$ cat config.mk
export PLATFORM = sky130hd
export DESIGN_NAME = conv_out_packer
export DESIGN_NICKNAME = d
export VERILOG_FILES = /design/src/rtl/conv_out_pkg.sv /design/src/rtl/conv_out_packer_fifo.sv /design/src/rtl/conv_out_packer.sv
export SDC_FILE = /design/constraint.sdc
export NUM_CORES = 1
export LEC_CHECK = 0
export CORE_MARGIN = 8
export CORE_UTILIZATION = 58
export DETAILED_ROUTE_END_ITERATION = 12
export DONT_BUFFER_PORTS = 1
export PLACE_DENSITY = 0.76
export SLEW_MARGIN = 20
export SYNTH_ARGS = -nofsm -noshare
export SYNTH_HDL_FRONTEND = slang
export SYNTH_SLANG_ARGS = --single-unit
export TNS_END_PERCENT = 30
$ cat constraint.sdc
create_clock -name i_clk -period 9.3 [get_ports i_clk]
set_input_delay 1.86 -clock i_clk [delete_from_list [all_inputs] [get_ports i_clk]]
set_output_delay 1.86 -clock i_clk [all_outputs]
set_load 0.05 [all_outputs]
$ cat src/rtl/conv_out_pkg.sv
// Shared types for the convolution output packer.
// State encoding, default widths and the result entry layout.
package conv_out_pkg;

  localparam int DEF_DATA_W = 8;
  localparam int DEF_ADDR_W = 12;
  localparam int LANES      = 4;

  typedef enum logic [1:0] {
    IDLE  = 2'd0,
    RUN   = 2'd1,
    FLUSH = 2'd2,
    DONE  = 2'd3
  } state_e;

  typedef struct packed {
    logic [DEF_ADDR_W-1:0] addr;
    logic [DEF_DATA_W-1:0] data;
  } entry_t;

endpackage

$ cat src/rtl/conv_out_packer_fifo.sv
// Result FIFO: one write port, a 4-entry read window
// starting at the oldest entry, and a pop of 0..4 entries.
module out_fifo_mr
  import conv_out_pkg::*;
#(
  parameter int EW    = 20,
  parameter int DEPTH = 8
) (
  input  logic                       clk,
  input  logic                       rst,
  input  logic                       clr,
  input  logic                       push,
  input  logic [EW-1:0]              wr_entry,
  input  logic [2:0]                 pop_n,
  output logic [LANES-1:0][EW-1:0]   rd_win,
  output logic [$clog2(DEPTH):0]     cnt
);

  localparam int PW = $clog2(DEPTH);
  localparam int CW = PW + 1;

  logic [EW-1:0] mem_q [DEPTH];
  logic [EW-1:0] mem_d [DEPTH];
  logic [PW-1:0] wp_q, wp_d;
  logic [PW-1:0] rp_q, rp_d;
  logic [CW-1:0] cnt_q, cnt_d;

  always_comb begin
    mem_d = mem_q;
    wp_d  = wp_q;
    rp_d  = rp_q + PW'(pop_n);
    cnt_d = cnt_q + CW'(push) - CW'(pop_n);
    if (push) begin
      mem_d[wp_q] = wr_entry;
      wp_d        = wp_q + PW'(1);
    end
    if (clr) begin
      wp_d  = '0;
      rp_d  = '0;
      cnt_d = '0;
    end
  end

  // Pointer arithmetic is PW bits wide, so the window wraps for free.
  always_comb begin
    for (int k = 0; k < LANES; k++) begin
      rd_win[k] = mem_q[rp_q + PW'(k)];
    end
  end

  assign cnt = cnt_q;

  always_ff @(posedge clk or posedge rst) begin
    if (rst) begin
      for (int i = 0; i < DEPTH; i++) mem_q[i] <= '0;
      wp_q  <= '0;
      rp_q  <= '0;
      cnt_q <= '0;
    end else begin
      mem_q <= mem_d;
      wp_q  <= wp_d;
      rp_q  <= rp_d;
      cnt_q <= cnt_d;
    end
  end

endmodule

$ cat src/rtl/conv_out_packer.sv
// Packs the single-lane engine result stream onto four
// registered output lanes, oldest result on lane 1.
module conv_out_packer
  import conv_out_pkg::*;
#(
  parameter int DATA_W = DEF_DATA_W,
  parameter int ADDR_W = DEF_ADDR_W,
  parameter int DEPTH  = 8
) (
  input  logic              i_clk,
  input  logic              i_rst,
  input  logic              i_start,
  input  logic              i_valid,
  input  logic [DATA_W-1:0] i_data,
  input  logic [ADDR_W-1:0] i_addr,
  input  logic              i_last,
  output logic              o_ready,
  input  logic              i_hold,
  output logic [DATA_W-1:0] o_out_data1,
  output logic [DATA_W-1:0] o_out_data2,
  output logic [DATA_W-1:0] o_out_data3,
  output logic [DATA_W-1:0] o_out_data4,
  output logic [ADDR_W-1:0] o_out_addr1,
  output logic [ADDR_W-1:0] o_out_addr2,
  output logic [ADDR_W-1:0] o_out_addr3,
  output logic [ADDR_W-1:0] o_out_addr4,
  output logic              o_out_valid1,
  output logic              o_out_valid2,
  output logic              o_out_valid3,
  output logic              o_out_valid4,
  output logic              o_done
);

  localparam int EW = ADDR_W + DATA_W;
  localparam int CW = $clog2(DEPTH) + 1;
  localparam logic [CW-1:0] FULL = CW'(DEPTH);
  localparam logic [CW-1:0] GRP  = CW'(LANES);

  state_e state_q, state_d;
  logic   last_seen_q, last_seen_d;
  logic   done_q, done_d;
  logic [LANES-1:0]         vld_q, vld_d;
  logic [LANES-1:0][EW-1:0] lane_q, lane_d;
  logic [LANES-1:0][EW-1:0] rd_win;
  logic [CW-1:0]            cnt;
  logic [2:0]               npop;
  logic                     push;

  assign o_ready = (state_q == RUN) && (cnt < FULL);
  assign push    = i_valid && o_ready && !i_start;

  out_fifo_mr #(
    .EW    (EW),
    .DEPTH (DEPTH)
  ) u_fifo (
    .clk      (i_clk),
    .rst      (i_rst),
    .clr      (i_start),
    .push     (push),
    .wr_entry ({i_addr, i_data}),
    .pop_n    (npop),
    .rd_win   (rd_win),
    .cnt      (cnt)
  );

  always_ff @(posedge i_clk or posedge i_rst) begin
    if (i_rst) begin
      state_q     <= IDLE;
      last_seen_q <= 1'b0;
      done_q      <= 1'b0;
      vld_q       <= '0;
      lane_q      <= '0;
    end else begin
      state_q     <= state_d;
      last_seen_q <= last_seen_d;
      done_q      <= done_d;
      vld_q       <= vld_d;
      lane_q      <= lane_d;
    end
  end

  always_comb begin
    state_d     = state_q;
    last_seen_d = last_seen_q;
    if (i_start) begin
      state_d     = RUN;
      last_seen_d = 1'b0;
    end else begin
      unique case (state_q)
        IDLE: ;
        RUN: begin
          if (last_seen_q || (push && i_last)) begin
            last_seen_d = 1'b1;
            state_d     = FLUSH;
          end
        end
        FLUSH: if (cnt == '0) state_d = DONE;
        DONE:  state_d = IDLE;
        default: state_d = IDLE;
      endcase
    end
  end

  // Pop decisions use the registered count only, so a same-cycle
  // push never joins the group being popped.
  always_comb begin
    npop = 3'd0;
    if (!i_start && !i_hold) begin
      if (state_q == RUN && cnt >= GRP) begin
        npop = 3'd4;
      end else if (state_q == FLUSH && cnt != '0) begin
        npop = (cnt >= GRP) ? 3'd4 : cnt[2:0];
      end
    end
    for (int k = 0; k < LANES; k++) begin
      vld_d[k]  = 3'(k) < npop;
      lane_d[k] = vld_d[k] ? rd_win[k] : '0;
    end
    done_d = (state_d == DONE);
  end

  assign o_done       = done_q;
  assign o_out_valid1 = vld_q[0];
  assign o_out_valid2 = vld_q[1];
  assign o_out_valid3 = vld_q[2];
  assign o_out_valid4 = vld_q[3];
  assign o_out_addr1  = lane_q[0][EW-1:DATA_W];
  assign o_out_addr2  = lane_q[1][EW-1:DATA_W];
  assign o_out_addr3  = lane_q[2][EW-1:DATA_W];
  assign o_out_addr4  = lane_q[3][EW-1:DATA_W];
  assign o_out_data1  = lane_q[0][DATA_W-1:0];
  assign o_out_data2  = lane_q[1][DATA_W-1:0];
  assign o_out_data3  = lane_q[2][DATA_W-1:0];
  assign o_out_data4  = lane_q[3][DATA_W-1:0];

endmodule

==> metrics.json, run 1 <==
{
  "clock_tree": {
    "clock_insertion_delay_worst_skew_ns": 0.54,
    "clock_tree.htree_level_count": 1,
    "post_cts_buffers": 0,
    "clock_sink_count": 258,
    "cts_resized": 0,
    "clkSlewWorstSetupHoldPaths_ns": 0.06,
    "clock-root-buffer": "sky130_fd_sc_hd__clkbuf_16",
    "cts_hold_buf": 0,
    "clock_tree_from_tritoncts": "done",
    "max-clock-path-buffers": 3,
    "tritoncts.num_buffers": 28
  },
  "logic_synthesis": {
    "synthArstFlopShare_pct": 100,
    "count_of_mapped_cells_out_of_synthesis": 1170,
    "synthesis.nets": 1208,
    "syn_avg_cell_area_um2": 12.1,
    "post-synth-top-area-fraction_pct": 45.7,
    "synth_seq_area_share_pct": 45.7,
    "yosysMostFrequentCell": "sky130_fd_sc_hd__dfrtp_1",
    "netlist-cell-type-count": 42,
    "synth_edf_count": 0,
    "synth.top_cells.by_count": "258 x sky130_fd_sc_hd__dfrtp_1, 188 x sky130_fd_sc_hd__nand2_1, 138 x sky130_fd_sc_hd__mux2_2",
    "netlist_area_before_placement_um2": 14100,
    "synth_top_cells_by_area": "sky130_fd_sc_hd__dfrtp_1 46%, sky130_fd_sc_hd__mux4_2 13%, sky130_fd_sc_hd__mux2_2 11%, sky130_fd_sc_hd__mux2i_1 7.7%, sky130_fd_sc_hd__nand2_1 5.0%",
    "ffs_latches_synth": 258,
    "top_reg_cell_synth": "sky130_fd_sc_hd__dfrtp_1",
    "synth-warning-count": 0,
    "yosys.area.top_type": "sky130_fd_sc_hd__dfrtp_1"
  },
  "worst_setup_path": {
    "worstPathArrival_ns": 4.15,
    "regToRegStartpoint": "u_fifo.rp_q[1]",
    "reg2reg_depth": 7,
    "timing_worst_setup_path_type": "register to register",
    "r2r_slack_ns": 5.61,
    "critPathRequiredTime_ns": 9.76,
    "cp-end-kind": "register",
    "critical_path.startpoint_type": "register",
    "r2r_path_end": "o_out_data4[5]",
    "cp_max_fanout": 44
  },
  "timing": {
    "drv_slew": 0,
    "hold_viol_final": 0,
    "fin_hold_ws_ns": 0.515,
    "skew_ns": 0.00904,
    "tmin_final_ns": 3.69,
    "max_slew.worst_pin.slew_ns": 1.03,
    "rsz0062_at_grt": "false",
    "final.setup.tns_ns": 0,
    "timing.fmax_mhz": 271,
    "worst_slew_margin_rel_pct": 31.1,
    "finalSetupViolCount": 0,
    "min_period_over_period_pct": 39.6
  },
  "placed_design": {
    "globalplace.congestion": 0.869,
    "dpl.hpwl_um": 22400,
    "detailed_place.area_um2": 14400,
    "numPortBuffers": 0
  },
  "power": {
    "max-vdd-ir-drop_mv": 0.184,
    "power-per-cell-area_nw_per_um2": 224,
    "power_mw": 3.45,
    "standby_leakage_power_nw": 7.27
  },
  "grt": {
    "grt_first_pass_wirelength_um": 58000,
    "antenna_found_initial": 0,
    "globalRouteTotalUtil_pct": 25.3,
    "grt_pass1_vias": 9913,
    "largest_net_degree_at_the_start_of_global_routing": 100,
    "grt-ovfl-total": 0
  },
  "worst_hold_path": {
    "min-delay-start": "last_seen_q",
    "hold_path_depth": 2,
    "min_delay_worst_endpoint": "last_seen_q",
    "hold_path.class": "register to register"
  },
  "final_layout": {
    "design.final.nets": 1169,
    "layout-drive-gt1-share_pct": 26.9,
    "fill_cell_total_of_the_finished_layout": 1851,
    "areaGrowthSynthToFinish_pct": 8.87,
    "antenna-diode-count": 0,
    "final_cell_area_um2": 15400
  },
  "floorplan": {
    "design.die.area_um2": 29600,
    "rows": 57,
    "placeableCoreArea_um2": 24100,
    "io_pins": 112,
    "die_w_um": 172,
    "floorplan.initialDensity_pct": 58.6,
    "die_y_extent_um": 172
  },
  "detailed_routing": {
    "post-route-drc-count": 0,
    "wl_um": 36900,
    "drt_iter0_drc": 1129,
    "dr_total_vias": 9907,
    "route.detailed.vias_per_inst": 6.72,
    "drtAntennaViolNets": 0,
    "routedWlPerCell_um": 25.0,
    "detailedRoute.firstPassIterationCount": 6
  },
  "run": {
    "cap_viol_max_count": 0
  },
  "run_status": {
    "run_status": "completed"
  }
}
==> logic make-up (layout without fill, tap and decap cells) <==
| family | count (synthesis) | in the layout | share of synthesized area, % |
|---|---|---|---|
| and+or+nand+nor | 355 | 355 | 12.0 |
| buffers and inverters | 104 | 84 | 3.43 |
| DFF | 258 | 258 | 45.7 |
| muxes | 348 | 348 | 33.1 |
| adders and majority gates | 12 | 12 | 1.17 |
| xor gates and xnor gates | 11 | 11 | 0.788 |
| AOI/OAI and AO/OA | 82 | 82 | 3.88 |
==> per-layer routing <==
metal | global-route usage, % | part of all wire [%] | up-vias
met2 | 41.2 | 48 | 511
met5 | 0 | 0 | -
met4 | 9.26 | 3.3 | 0
met3 | 5.91 | 9.8 | 104
met1 | 32.7 | 39 | 5093
li1 | - | - | 4199
==> critical path: stages, from the launching register on <==
cell                      delay [ns]
sky130_fd_sc_hd__dfrtp_2        0.55
sky130_fd_sc_hd__inv_1          0.58
sky130_fd_sc_hd__ha_1           0.51
sky130_fd_sc_hd__xor2_4         0.85
sky130_fd_sc_hd__buf_4          0.56
sky130_fd_sc_hd__nand2_1        0.10
sky130_fd_sc_hd__a31oi_1        0.18
sky130_fd_sc_hd__and4_1         0.26
==> stage by stage <==
stage	utilization (%)	worst slack [ns]	cells
floorplan	-	0.342	1170
detailed placement	59.9	5.31	1425
global route	63.8	5.36	1474
CTS	63.7	5.60	1474
global placement	59.5	5.35	1422
finish	63.8	5.61	1474
==> worst max path at each step <==
stage	start	end	slack, ns
2_1_floorplan	i_rst	last_seen_q	0.34
3_3_place_gp	i_valid	u_fifo.mem_q[115]	5.35
3_5_place_dp	i_valid	u_fifo.mem_q[110]	5.31
4_1_cts	u_fifo.rp_q[1]	o_out_addr4[9]	5.60
5_1_grt	u_fifo.rp_q[1]	o_out_data4[5]	5.36
6_report	u_fifo.rp_q[1]	o_out_data4[5]	5.61
==> final cells by class <==
class / count / area (um2) / area share (%)
timing repair buffer: 24 / 248 / 1.61
clock inverter: 12 / 139 / 0.903
multi-input combinational: 808 / 7280 / 47.3
inverter: 11 / 48.8 / 0.317
tap: 324 / 405 / 2.63
clock buffer: 37 / 796 / 5.17
sequential: 258 / 6460 / 42.0
==> layout by cell type, fill, tap and decap left out, types with 4 or more instances in the layout <==
cell type / n
sky130_fd_sc_hd__inv_1: 10
sky130_fd_sc_hd__buf_4: 19
sky130_fd_sc_hd__nand3_1: 60
sky130_fd_sc_hd__nor2_1: 40
sky130_fd_sc_hd__mux2_1: 22
sky130_fd_sc_hd__clkbuf_8: 4
sky130_fd_sc_hd__nor2b_1: 4
sky130_fd_sc_hd__and3_1: 21
sky130_fd_sc_hd__mux4_2: 79
sky130_fd_sc_hd__dfrtp_1: 255
sky130_fd_sc_hd__and4_1: 20
sky130_fd_sc_hd__mux2i_1: 109
sky130_fd_sc_hd__clkinv_2: 8
sky130_fd_sc_hd__nand2_1: 188
sky130_fd_sc_hd__clkbuf_16: 29
sky130_fd_sc_hd__clkbuf_1: 4
sky130_fd_sc_hd__a21oi_1: 15
sky130_fd_sc_hd__xnor2_1: 5
sky130_fd_sc_hd__mux2_2: 138
sky130_fd_sc_hd__a22oi_1: 40
sky130_fd_sc_hd__ha_1: 10
sky130_fd_sc_hd__a31oi_1: 21
==> power by group <==
group / switching (mW) / total (mW) / internal, mW
Sequential: 0.271 / 1.56 / 1.29
Combinational: 0.340 / 0.762 / 0.422
Clock: 0.445 / 1.13 / 0.680
==> sequential cells by signal (all words and copies together), names as in the netlist, 4 cells and up <==
register / cells
u_fifo.mem_q: 160
o_out_addr1: 12
o_out_addr2: 12
o_out_addr3: 12
o_out_addr4: 12
o_out_data1: 8
o_out_data2: 8
o_out_data3: 8
o_out_data4: 8
u_fifo.cnt: 4
vld_q: 4
(Power assumes the default switching activity.)
==> run 2, diff against run 1 <==
CORE_UTILIZATION = 64   (was 58)
PLACE_DENSITY = 0.8   (was 0.76)
clock period = 3.5 ns   (was 9.3 ns; I/O delays follow)
==> run 2 against run 1 <==
  * Clock skew increased by 0.0060 ns
  * Critical path depth rose by 2
  * Count of clock-buffer cells in the layout up 1
  * Critical endpoint is now u_fifo.cnt[3]
  * Largest power group unchanged
  * Sequential power rose to 2.7 times the previous value
  * Sequential share of layout area barely moved
==> metrics.json, run 2 (same netlist as run 1, synthesis figures left out) <==
{
  "worst_setup_path": {
    "regToRegStartpoint": "u_fifo.cnt[3]",
    "cp-end-kind": "register",
    "worstPathBufferInverterCount": 0,
    "r2r_path_end": "u_fifo.cnt[3]",
    "critPathRequiredTime_ns": 3.93,
    "worstPathArrival_ns": 3.05,
    "timing_worst_setup_path_type": "register to register",
    "cp_max_fanout": 6,
    "cpMaxStageDelayCell": "sky130_fd_sc_hd__or4b_4",
    "critical_path.cell_chain": "or4b_4 > nor3_2 > nand2_1 > ha_1 > ha_1 > a21o_1 > a21oi_1 > xnor2_1 > nor2_1",
    "r2r_slack_ns": 0.88,
    "critical_path.startpoint_type": "register",
    "reg2reg_depth": 9,
    "timing.critical_path.depth": 9,
    "kind_of_cell_adding_the_most_delay_to_the_critical_path": "simple AND/OR/NAND/NOR gates",
    "critical_path.most_common_cell": "sky130_fd_sc_hd__ha_1",
    "critical-path-max-stage-delay_ns": 0.60
  },
  "detailed_routing": {
    "route.detailed.vias_per_inst": 6.99,
    "drtAntennaViolNets": 0,
    "routedWlPerCell_um": 25.4,
    "wl_um": 36500,
    "detailedRoute.firstPassIterationCount": 5,
    "post-route-drc-count": 0,
    "dr_total_vias": 10043,
    "drt_iter0_drc": 980
  },
  "grt": {
    "grtUsageMet2_pct": 42.5,
    "largest_net_degree_at_the_start_of_global_routing": 63,
    "grt-ovfl-total": 0,
    "globalRouteTotalUtil_pct": 27.3,
    "grt_pass1_vias": 10077,
    "use_met3_pct": 5.46,
    "grt.busiest_layer": "met2",
    "met1_use_gr_pct": 37.1,
    "grt_first_pass_wirelength_um": 57800,
    "antenna_found_initial": 0
  },
  "final_layout": {
    "antenna-diode-count": 0,
    "design.final.nets": 1179,
    "areaGrowthSynthToFinish_pct": 8.91,
    "final_core_utilization_pct": 70.7,
    "most_frequent_cells_in_the_layout": "255 x sky130_fd_sc_hd__dfrtp_1, 188 x sky130_fd_sc_hd__nand2_1, 138 x sky130_fd_sc_hd__mux2_2, 109 x sky130_fd_sc_hd__mux2i_1, 79 x sky130_fd_sc_hd__mux4_2",
    "largest_register_ff_count": 160,
    "fill_cell_total_of_the_finished_layout": 1480,
    "final_cell_area_um2": 15400,
    "layout-drive-gt1-share_pct": 27.5,
    "final_common_cell": "sky130_fd_sc_hd__dfrtp_1",
    "regMostFlops": "u_fifo.mem_q"
  },
  "power": {
    "standby_leakage_power_nw": 7.30,
    "power_mw": 9.03,
    "max-vdd-ir-drop_mv": 0.440,
    "power-per-cell-area_nw_per_um2": 587
  },
  "floorplan": {
    "die_y_extent_um": 165,
    "die_w_um": 165,
    "design.die.area_um2": 27100,
    "io_pins": 112,
    "rows": 54,
    "floorplan.initialDensity_pct": 65.0,
    "placeableCoreArea_um2": 21800
  },
  "timing": {
    "max_slew.worst_pin.slew_ns": 1.01,
    "skew_ns": 0.0150,
    "worst_slew_margin_rel_pct": 32.7,
    "fin_hold_ws_ns": 0.212,
    "final.setup.tns_ns": 0,
    "drv_slew": 0,
    "tmin_final_ns": 2.62,
    "min_period_over_period_pct": 74.9,
    "finalSetupViolCount": 0,
    "hold_viol_final": 0,
    "rsz0062_at_grt": "false",
    "timing.fmax_mhz": 381
  },
  "clock_tree": {
    "clock-root-buffer": "sky130_fd_sc_hd__clkbuf_16",
    "clock_insertion_delay_worst_skew_ns": 0.54,
    "cts_resized": 0,
    "clock_sink_count": 258,
    "max-clock-path-buffers": 3,
    "cts_hold_buf": 0,
    "clock_tree.htree_level_count": 1,
    "clock_tree_from_tritoncts": "done",
    "post_cts_buffers": 0,
    "clkSlewWorstSetupHoldPaths_ns": 0.06,
    "tritoncts.num_buffers": 28
  },
  "placed_design": {
    "globalplace.congestion": 0.865,
    "numPortBuffers": 0,
    "dpl.hpwl_um": 22300,
    "detailed_place.area_um2": 14500
  },
  "worst_hold_path": {
    "hold_path.class": "input pin to async pin"
  },
  "run_status": {
    "run_status": "completed"
  },
  "run": {
    "cap_viol_max_count": 0
  }
}
run 2: how the worst max path moves through the flow:
stage	from	to	slack, ns
final	u_fifo.cnt[3]	u_fifo.cnt[3]	0.88
after global routing	u_fifo.cnt[3]	u_fifo.cnt[3]	0.74
after CTS	u_fifo.cnt[3]	u_fifo.cnt[3]	0.87
after detailed placement	u_fifo.cnt[3]	u_fifo.cnt[3]	0.87
after global placement	u_fifo.cnt[3]	u_fifo.cnt[3]	0.93
after floorplan	i_rst	last_seen_q	-0.60
run 2: worst reg2reg max path, stage by stage, from the launching register on:
cell and delay, ns:
sky130_fd_sc_hd__dfrtp_1 0.43, sky130_fd_sc_hd__or4b_4 0.60, sky130_fd_sc_hd__nor3_2 0.21, sky130_fd_sc_hd__nand2_1 0.13, sky130_fd_sc_hd__ha_1 0.33, sky130_fd_sc_hd__ha_1 0.28
sky130_fd_sc_hd__a21o_1 0.16, sky130_fd_sc_hd__a21oi_1 0.17, sky130_fd_sc_hd__xnor2_1 0.14, sky130_fd_sc_hd__nor2_1 0.06
run 2: metrics by stage:
| step | instances | setup WS [ns] |
|---|---|---|
| after floorplan | 1170 | -0.600 |
| after global placement | 1391 | 0.934 |
| after detailed placement | 1391 | 0.873 |
| after CTS | 1437 | 0.867 |
| after global routing | 1437 | 0.737 |
| final | 1437 | 0.878 |
run 2: cell type report:
type | count | area (um2) | area share (%)
flip-flops and latches | 258 | 6460 | 42.0
clock buffers | 38 | 820 | 5.32
clock inverters | 8 | 68.8 | 0.447
repair buffers | 34 | 368 | 2.39
inverters | 11 | 45.0 | 0.293
well taps | 280 | 350 | 2.28
multi-input cells | 808 | 7270 | 47.3
run 2: power breakdown:
group | leakage [nW] | switching, mW | internal, mW
combinational | 3.35 | 0.924 | 1.13
clock | 0.446 | 1.14 | 1.69
sequential | 3.51 | 0.721 | 3.43
run 2: metal layers:
layer,wire length [um],share of wire [%],vias to the layer above
li1,-,-,4209
met1,14300,39,5148
met2,17300,48,588
met3,3600,9.9,98
met4,1220,3.3,0
met5,0,0,-
